### src/rtl/mutex_arbiter_n.sv
// N-channel mutual-exclusion arbiter: registered one-hot grant, one-cycle dead
// gap between owners, fixed-priority or round-robin pick, optional hold timeout.

module mutex_arbiter_lane (
  input  logic clk,
  input  logic rst,
  input  logic req,
  input  logic set_lock,
  output logic cand
);
  logic lock_q, lock_d;

  // A timed-out channel stays excluded until it drops req for a cycle.
  always_comb lock_d = (lock_q & req) | set_lock;

  always_ff @(posedge clk) begin
    if (rst) lock_q <= 1'b0;
    else     lock_q <= lock_d;
  end

  assign cand = req & ~lock_q;
endmodule

module mutex_arbiter_n #(
  parameter int N        = 4,
  parameter int MODE     = 0,
  parameter int HOLD_MAX = 0,
  parameter int CNT_W    = 8,
  parameter int ID_W     = 2
) (
  input  logic            clk,
  input  logic            rst,
  input  logic [N-1:0]    req,
  output logic [N-1:0]    grant,
  output logic [ID_W-1:0] grant_id,
  output logic            busy,
  output logic            timeout
);
  localparam logic [1:0] ST_IDLE = 2'd0;
  localparam logic [1:0] ST_OWN  = 2'd1;
  localparam logic [1:0] ST_GAP  = 2'd2;
  localparam logic [CNT_W-1:0] HOLD_LAST = CNT_W'(HOLD_MAX > 0 ? HOLD_MAX - 1 : 0);

  logic [1:0]       state_q, state_d;
  logic [N-1:0]     grant_q, grant_d;
  logic [ID_W-1:0]  id_q, id_d;
  logic [ID_W-1:0]  ptr_q, ptr_d;
  logic [CNT_W-1:0] cnt_q, cnt_d;
  logic             timeout_q, timeout_d;

  logic [N-1:0]     cand, set_lock;
  logic [2*N-1:0]   dbl;
  logic [N-1:0]     rot;
  logic [ID_W-1:0]  win;
  logic             found;
  int               off;
  logic             owner_req;

  for (genvar i = 0; i < N; i++) begin : g_lane
    mutex_arbiter_lane u_lane (
      .clk      (clk),
      .rst      (rst),
      .req      (req[i]),
      .set_lock (set_lock[i]),
      .cand     (cand[i])
    );
  end

  // Round-robin: rotate candidates so the pointer sits at bit 0, take lowest.
  always_comb begin
    win   = '0;
    found = 1'b0;
    off   = 0;
    dbl   = {cand, cand} >> ptr_q;
    rot   = dbl[N-1:0];
    if (MODE == 0) begin
      for (int i = 0; i < N; i++)
        if (cand[i]) begin win = ID_W'(i); found = 1'b1; end
    end else begin
      for (int k = N - 1; k >= 0; k--)
        if (rot[k]) begin off = k; found = 1'b1; end
      win = ID_W'((int'(ptr_q) + off) % N);
    end
  end

  assign owner_req = |(req & grant_q);

  always_comb begin
    state_d   = state_q;
    grant_d   = grant_q;
    id_d      = id_q;
    ptr_d     = ptr_q;
    cnt_d     = cnt_q;
    timeout_d = 1'b0;
    set_lock  = '0;
    case (state_q)
      ST_IDLE: if (found) begin
        grant_d = N'(1) << win;
        id_d    = win;
        cnt_d   = '0;
        state_d = ST_OWN;
        if (MODE == 1) ptr_d = ID_W'((int'(win) + 1) % N);
      end
      ST_OWN: begin
        // Release wins over a coincident timeout.
        if (!owner_req) begin
          grant_d = '0;
          id_d    = '0;
          state_d = ST_GAP;
        end else if (HOLD_MAX > 0 && cnt_q == HOLD_LAST) begin
          grant_d   = '0;
          id_d      = '0;
          timeout_d = 1'b1;
          set_lock  = grant_q;
          state_d   = ST_GAP;
        end else if (cnt_q != {CNT_W{1'b1}}) begin
          cnt_d = cnt_q + 1'b1;
        end
      end
      ST_GAP:  state_d = ST_IDLE;
      default: begin
        state_d = ST_IDLE;
        grant_d = '0;
        id_d    = '0;
      end
    endcase
  end

  always_ff @(posedge clk) begin
    if (rst) begin
      state_q   <= ST_IDLE;
      grant_q   <= '0;
      id_q      <= '0;
      ptr_q     <= '0;
      cnt_q     <= '0;
      timeout_q <= 1'b0;
    end else begin
      state_q   <= state_d;
      grant_q   <= grant_d;
      id_q      <= id_d;
      ptr_q     <= ptr_d;
      cnt_q     <= cnt_d;
      timeout_q <= timeout_d;
    end
  end

  assign grant    = grant_q;
  assign grant_id = id_q;
  assign busy     = |grant_q;
  assign timeout  = timeout_q;
endmodule

### config.mk
export PLATFORM = sky130hd
export DESIGN_NAME = mutex_arbiter_n
export DESIGN_NICKNAME = d
export VERILOG_FILES = /design/src/rtl/mutex_arbiter_n.sv
export SDC_FILE = /design/constraint.sdc
export NUM_CORES = 1
export LEC_CHECK = 0
export BUFFER_PORTS_ARGS = -buffer_cell sky130_fd_sc_hd__buf_2
export CAP_MARGIN = 20
export CORE_AREA = 4 4 41 43
export DETAILED_ROUTE_END_ITERATION = 10
export DIE_AREA = 0 0 45 47
export PLACE_DENSITY_LB_ADDON = 0.05
export SYNTH_ARGS = -nofsm -noshare
export SYNTH_HDL_FRONTEND = slang
export SYNTH_SLANG_ARGS = --single-unit
export TNS_END_PERCENT = 20
### constraint.sdc
create_clock -name clk -period 1.39 [get_ports clk]
set_input_delay 0.2085 -clock clk [delete_from_list [all_inputs] [get_ports clk]]
set_output_delay 0.2085 -clock clk [all_outputs]
set_load 0.01 [all_outputs]
# --- Word-level counts from Yosys, hierarchy flattened ---
# Cells that the tools add are included.
# W data, S select, Z words.
totals:
  ff_bits: 12
  input_bits: 6
  output_inout_bits: 8
  word_cells: 47
classes:
  n_eq_ne: 4
  shift: 1
  n_mux: 16
  bitwise: 14
  reduce_logical: 5
ops:
  columns: ["op", "n"]
  rows:
  - ["$mux W2", 6]
  - ["$pmux W4 S3", 1]
  - ["$and A1 B1 Y1", 8]
  - ["$mux W4", 2]
  - ["$reduce_or A4 Y1", 2]
  - ["$pmux W2 S3", 1]
  - ["$mux W1", 5]
  - ["$not A1 Y1", 5]
  - ["$and A4 B4 Y4", 1]
  - ["$ne A2 B2 Y1 const B", 2]
  - ["$pmux W2 S2", 1]
  - ["$shl A1 B2 Y4 const A", 1]
  - ["$reduce_and A3 Y1", 1]
  - ["$eq A2 B1 Y1 const B", 1]
  - ["$eq A2 B2 Y1 const B", 1]
  - ["$logic_not A2 Y1", 1]
  - ["$reduce_and A2 Y1", 1]

# --- Depth between registers and ports, before layout ---
depth:
  ltp_word: 8
  depth_mapped: 4
  depth_no_buf: 4

# --- Modules after synthesis ---
# A second synthesis with hierarchy kept.
unflattened:
  hier_cells: 67
  area_unflattened_um2: 610.6
modules_own_cells:
  columns: ["mod", "instances", "cells_each", "area_each_um2", "seq_area_each_um2"]
  rows:
  - ["mutex_arbiter_n", 1, 51, 460.4, 160.2]
  - ["mutex_arbiter_lane", 4, 4, 37.5, 20.0]

# --- Least setup slack after synthesis ---
# No wires, ideal clock.
synth_path:
  path_kind: "reg2reg"
  startpoint: "reg grant_q[3], in the netlist grant[3]"
  endpoint: "reg grant_q[1], in the netlist grant[1]"
  setup_ps: 146
  t_arrival_ps: 1089
  required_time_ps: 1244
  path_slack_ps: 155
  path_stages_with_launch: 5
  n_path_buf: 0
  synth_period_minus_slack_ps: 1235
  path_cell_list: "dfxtp_1 -> a22oi_1 -> a21oi_1 -> mux2i_1 -> a311oi_1"
synth_between:
  elab_chain_cells: 4
synth_rtl:
  columns: ["element", "line", "text"]
  rows:
  - ["from (decl)", "45", "logic [N-1:0] grant_q, grant_d;"]
  - ["from (signal assigned)", "139", "grant_q <= grant_d;"]
  - ["$and A4 B4 Y4", "86", "assign owner_req = |(req & grant_q);"]
  - ["$reduce_or A4 Y1", "86", null]
  - ["$ne A2 B2 Y1 (no source line)", null, null]
  - ["$reduce_and A3 Y1 (no source line)", null, null]
# No other way between the ends.
# A chain may end at the register's enable or synchronous reset.

# --- Worst setup path in the final report ---
layout_path:
  startpoint: "reg grant_q[1], in the netlist grant[1]"
  endpoint: "out busy"
layout_between:
  elab_chain_cells: 1
layout_rtl:
  columns: ["element", "line", "text"]
  rows:
  - ["$reduce_or A4 Y1", "149", "assign busy = |grant_q;"]
  - ["to (decl)", "36", "output logic busy,"]
# No other way between the ends.

==> results.json <==
{
  "areaGrowthSynthToFinish_pct": 27.44,
  "cts_tree": "done",
  "root_buffer": "sky130_fd_sc_hd__clkbuf_4",
  "synth.top_cell.area_share_pct": 44.65,
  "final_area_um2": 685.7,
  "cpMaxStageDelayCell": "sky130_fd_sc_hd__or4_1",
  "critPathArrivalTime_ns": 1.26,
  "synth_top_family_by_area": "simple AND/OR/NAND/NOR gates",
  "worst_ir_drop_vdd_mv": 0.6959,
  "leakagePower_nw": 0.2877,
  "netlist_top_cells_area": "sky130_fd_sc_hd__dfxtp_1 (45%), sky130_fd_sc_hd__a311oi_1 (8.1%), sky130_fd_sc_hd__nor2b_1 (4.7%)",
  "wl_met3_um": 124,
  "dieHeight_um": 47,
  "postLayoutCoreUtil_pct": 52.69,
  "multiInputGateArea_um2": 285.3,
  "vias_per_cell": 5.527,
  "power-per-cell-area_mw_per_mm2": 1170,
  "dpl-instance-area_um2": 620.6,
  "routed_wl_um": 1314,
  "placementRows": 13,
  "finalMaxSlewViolations": 0,
  "n_fill_cell": 134,
  "cts_sinks": 12,
  "peak_freq_ghz": 0.6792,
  "finalWeightedCongestion": 0.7931,
  "yosys_warnings": 0,
  "clock_period_minus_final_worst_setup_slack_ns": 1.472,
  "path_class": "flop to primary output",
  "layout_worst_path_cycle_share_pct": 105.9,
  "port_buffers": 12,
  "wire_per_inst_um": 14.13,
  "cell_count_after_synthesis": 60,
  "die_width_um": 45,
  "hold_buffers": 0,
  "wirelength_met1_um": 597,
  "cp_slowest_stage_delay_ns": 0.51,
  "worst_slack_setup_final_ns": -0.08223,
  "rsz0062_at_grt": "yes",
  "r2r_setup_slack_ns": 0.09,
  "final-setup-viol-count": 1,
  "violations": "setup timing",
  "maximum_fanout_along_the_worst_path": 2,
  "detailroute.via_count": 514,
  "hold_viol": 0,
  "fin_skew_ns": 0.005119,
  "worstPathCellList": "or4_1, buf_2",
  "synth.net_count": 66,
  "synth_compound_gate_area_share_pct": 20.93,
  "io_pins": 14,
  "core-area_mm2": 0.001301,
  "synth_most_common_cell": "sky130_fd_sc_hd__dfxtp_1",
  "worst_hold_path_type": "input pin to flop",
  "syn_area_per_cell_um2": 8.967,
  "clock_slew_at_the_register_clock_pins_of_the_worst_setup_and_hold_paths_ns": 0.08,
  "floorplan.die_area_mm2": 0.002115,
  "synthesized_area_fraction_occupied_by_adder_cells_pct": 0,
  "synth.area.mux_share_pct": 1.860,
  "highest_layer": "met4",
  "run_status": "finished with violations",
  "grt_start_max_net_pins": 12,
  "insertedDiodeCount": 0,
  "clock_tree.htree_level_count": 1,
  "async_reset_ff_share_pct": 0,
  "synth_largest_area_cell": "sky130_fd_sc_hd__dfxtp_1",
  "post_synth_and_or_nand_nor_area_fraction_pct": 27.67,
  "final_layout_size_suffix_gt1_share_pct": 38.46,
  "worst_skew_pair.late_latency_ns": 0.28,
  "drc": 0,
  "antenna_violating_nets_post_route": 0,
  "first_pass_iters": 4,
  "globalRouteOverflowTotal": 0,
  "grtUsageTotal_pct": 13.80,
  "worstSetupStartpointType": "flop",
  "cp_data_required_time_ns": 1.18,
  "synth_ff_type": "sky130_fd_sc_hd__dfxtp_1",
  "post_synth_most_frequent_cells": "sky130_fd_sc_hd__dfxtp_1 (12), sky130_fd_sc_hd__a311oi_1 (5), sky130_fd_sc_hd__nand2_1 (5), sky130_fd_sc_hd__nor2_1 (4), sky130_fd_sc_hd__nor2b_1 (4)",
  "antenna_found_initial": 0,
  "first_global_vias": 454,
  "timing.max_cap.violations": 0,
  "number_of_cells_traversed_by_the_worst_hold_path": 3,
  "synth-seq-area-share_pct": 44.65,
  "maximum_clock_path_buffer_count": 2,
  "start_util_pct": 41.35,
  "ys_types": 25,
  "dr_wl_met2_um": 574,
  "place.detailed.hpwl_um": 898.7,
  "synthXorXnorAreaFrac_pct": 0,
  "nNetsFinal": 85,
  "initialDrtViolationCount": 20,
  "synth.ff_latch_count": 12,
  "synth_edf_count": 0,
  "sequential_cell_area_um2": 244.0,
  "worst_r2r_path_depth": 4,
  "grt_pass1_wl_um": 2070,
  "critical_path.endpoint_type": "primary output",
  "netlist_area_before_placement_um2": 538.0,
  "numCtsBuffers": 3
}
[state kept, by name, indices dropped and copies added (netlist names)]
name / count
state_q: 2
g_lane.u_lane.lock_q: 4
grant: 4
grant_id: 2
[critical path: cells and delay by family, from the launching register on]
kind / cells / cell delay (ns)
DFF: 1 / 0.32
and+or+nand+nor: 1 / 0.51
buffers and inverters: 1 / 0.15
[cell usage in the layout, fill, tap and decap left out]
cell type,count
sky130_fd_sc_hd__a21oi_1,3
sky130_fd_sc_hd__clkbuf_4,3
sky130_fd_sc_hd__clkbuf_8,1
sky130_fd_sc_hd__a311oi_1,5
sky130_fd_sc_hd__conb_1,1
sky130_fd_sc_hd__nand4b_1,1
sky130_fd_sc_hd__a31oi_1,2
sky130_fd_sc_hd__o21ai_0,2
sky130_fd_sc_hd__buf_2,12
sky130_fd_sc_hd__nor2_4,1
sky130_fd_sc_hd__nand3_1,2
sky130_fd_sc_hd__dfxtp_1,9
sky130_fd_sc_hd__nor2b_1,4
sky130_fd_sc_hd__nand2_1,5
sky130_fd_sc_hd__nor2_1,4
sky130_fd_sc_hd__buf_4,4
sky130_fd_sc_hd__nor3_1,1
sky130_fd_sc_hd__o21ai_2,1
sky130_fd_sc_hd__or4_1,1
sky130_fd_sc_hd__dfxtp_2,3
sky130_fd_sc_hd__inv_1,3
sky130_fd_sc_hd__and4_2,1
sky130_fd_sc_hd__and4_4,1
sky130_fd_sc_hd__a211oi_1,1
sky130_fd_sc_hd__a22oi_2,2
sky130_fd_sc_hd__and3_2,1
sky130_fd_sc_hd__mux2i_1,1
sky130_fd_sc_hd__nand2b_1,3
[what timing repair did]
item,CTS,global route
endpoints found under the setup margin,1,7
pin swaps,1,0
resized for setup,2,3
buffers inserted,2,0
[cell families after synthesis]
logic type,Yosys count
flops,12
other cells,1
mux,1
simple gates,25
compound gates,16
buf+inv,5
[layer usage]
metal / GRT usage (%) / vias up
met2: 21.47 / 28
met3: 4.215 / 2
met4: 7.018 / 0
li1: - / 252
met1: 17.24 / 232
met5: 0 / -
[worst paths after layout]
| check | start | end |
|---|---|---|
| setup reg to reg | g_lane[3].u_lane.lock_q | grant_id[1] |
| hold reg to reg | g_lane[1].u_lane.lock_q | g_lane[1].u_lane.lock_q |
| setup / recovery | grant[1] | busy |
| hold / removal | req[1] | g_lane[1].u_lane.lock_q |
[layout make-up]
type | count | area share (%)
clock buffer | 4 | 5.292
inverter | 3 | 1.642
multi-input combinational | 43 | 41.61
sequential | 12 | 35.58
tap | 15 | 2.737
timing repair buffer | 16 | 13.14
[report_power, final]
group	switching, W	internal, W	total, W
Combinational	0.0000740	0.0000635	0.000138
Sequential	0.0000164	0.000361	0.000377
Clock	0.000128	0.000160	0.000287
[stage by stage]
stage	cells	worst slack, ns	TNS, ns	hold WS, ns	power (W)
2_1_floorplan	60	0.1554	0	0.3223	0.0004642
3_3_place_gp	87	0.1224	0	0.4192	0.0005136
3_5_place_dp	87	0.1423	0	0.4238	0.0005129
4_1_cts	93	-0.09458	-0.09458	0.1624	0.0008009
5_1_grt	93	-0.1192	-0.1193	0.1745	0.0008391
6_report	93	-0.08223	-0.08223	0.1652	0.0008019
Power figures use the tool's default switching activity.
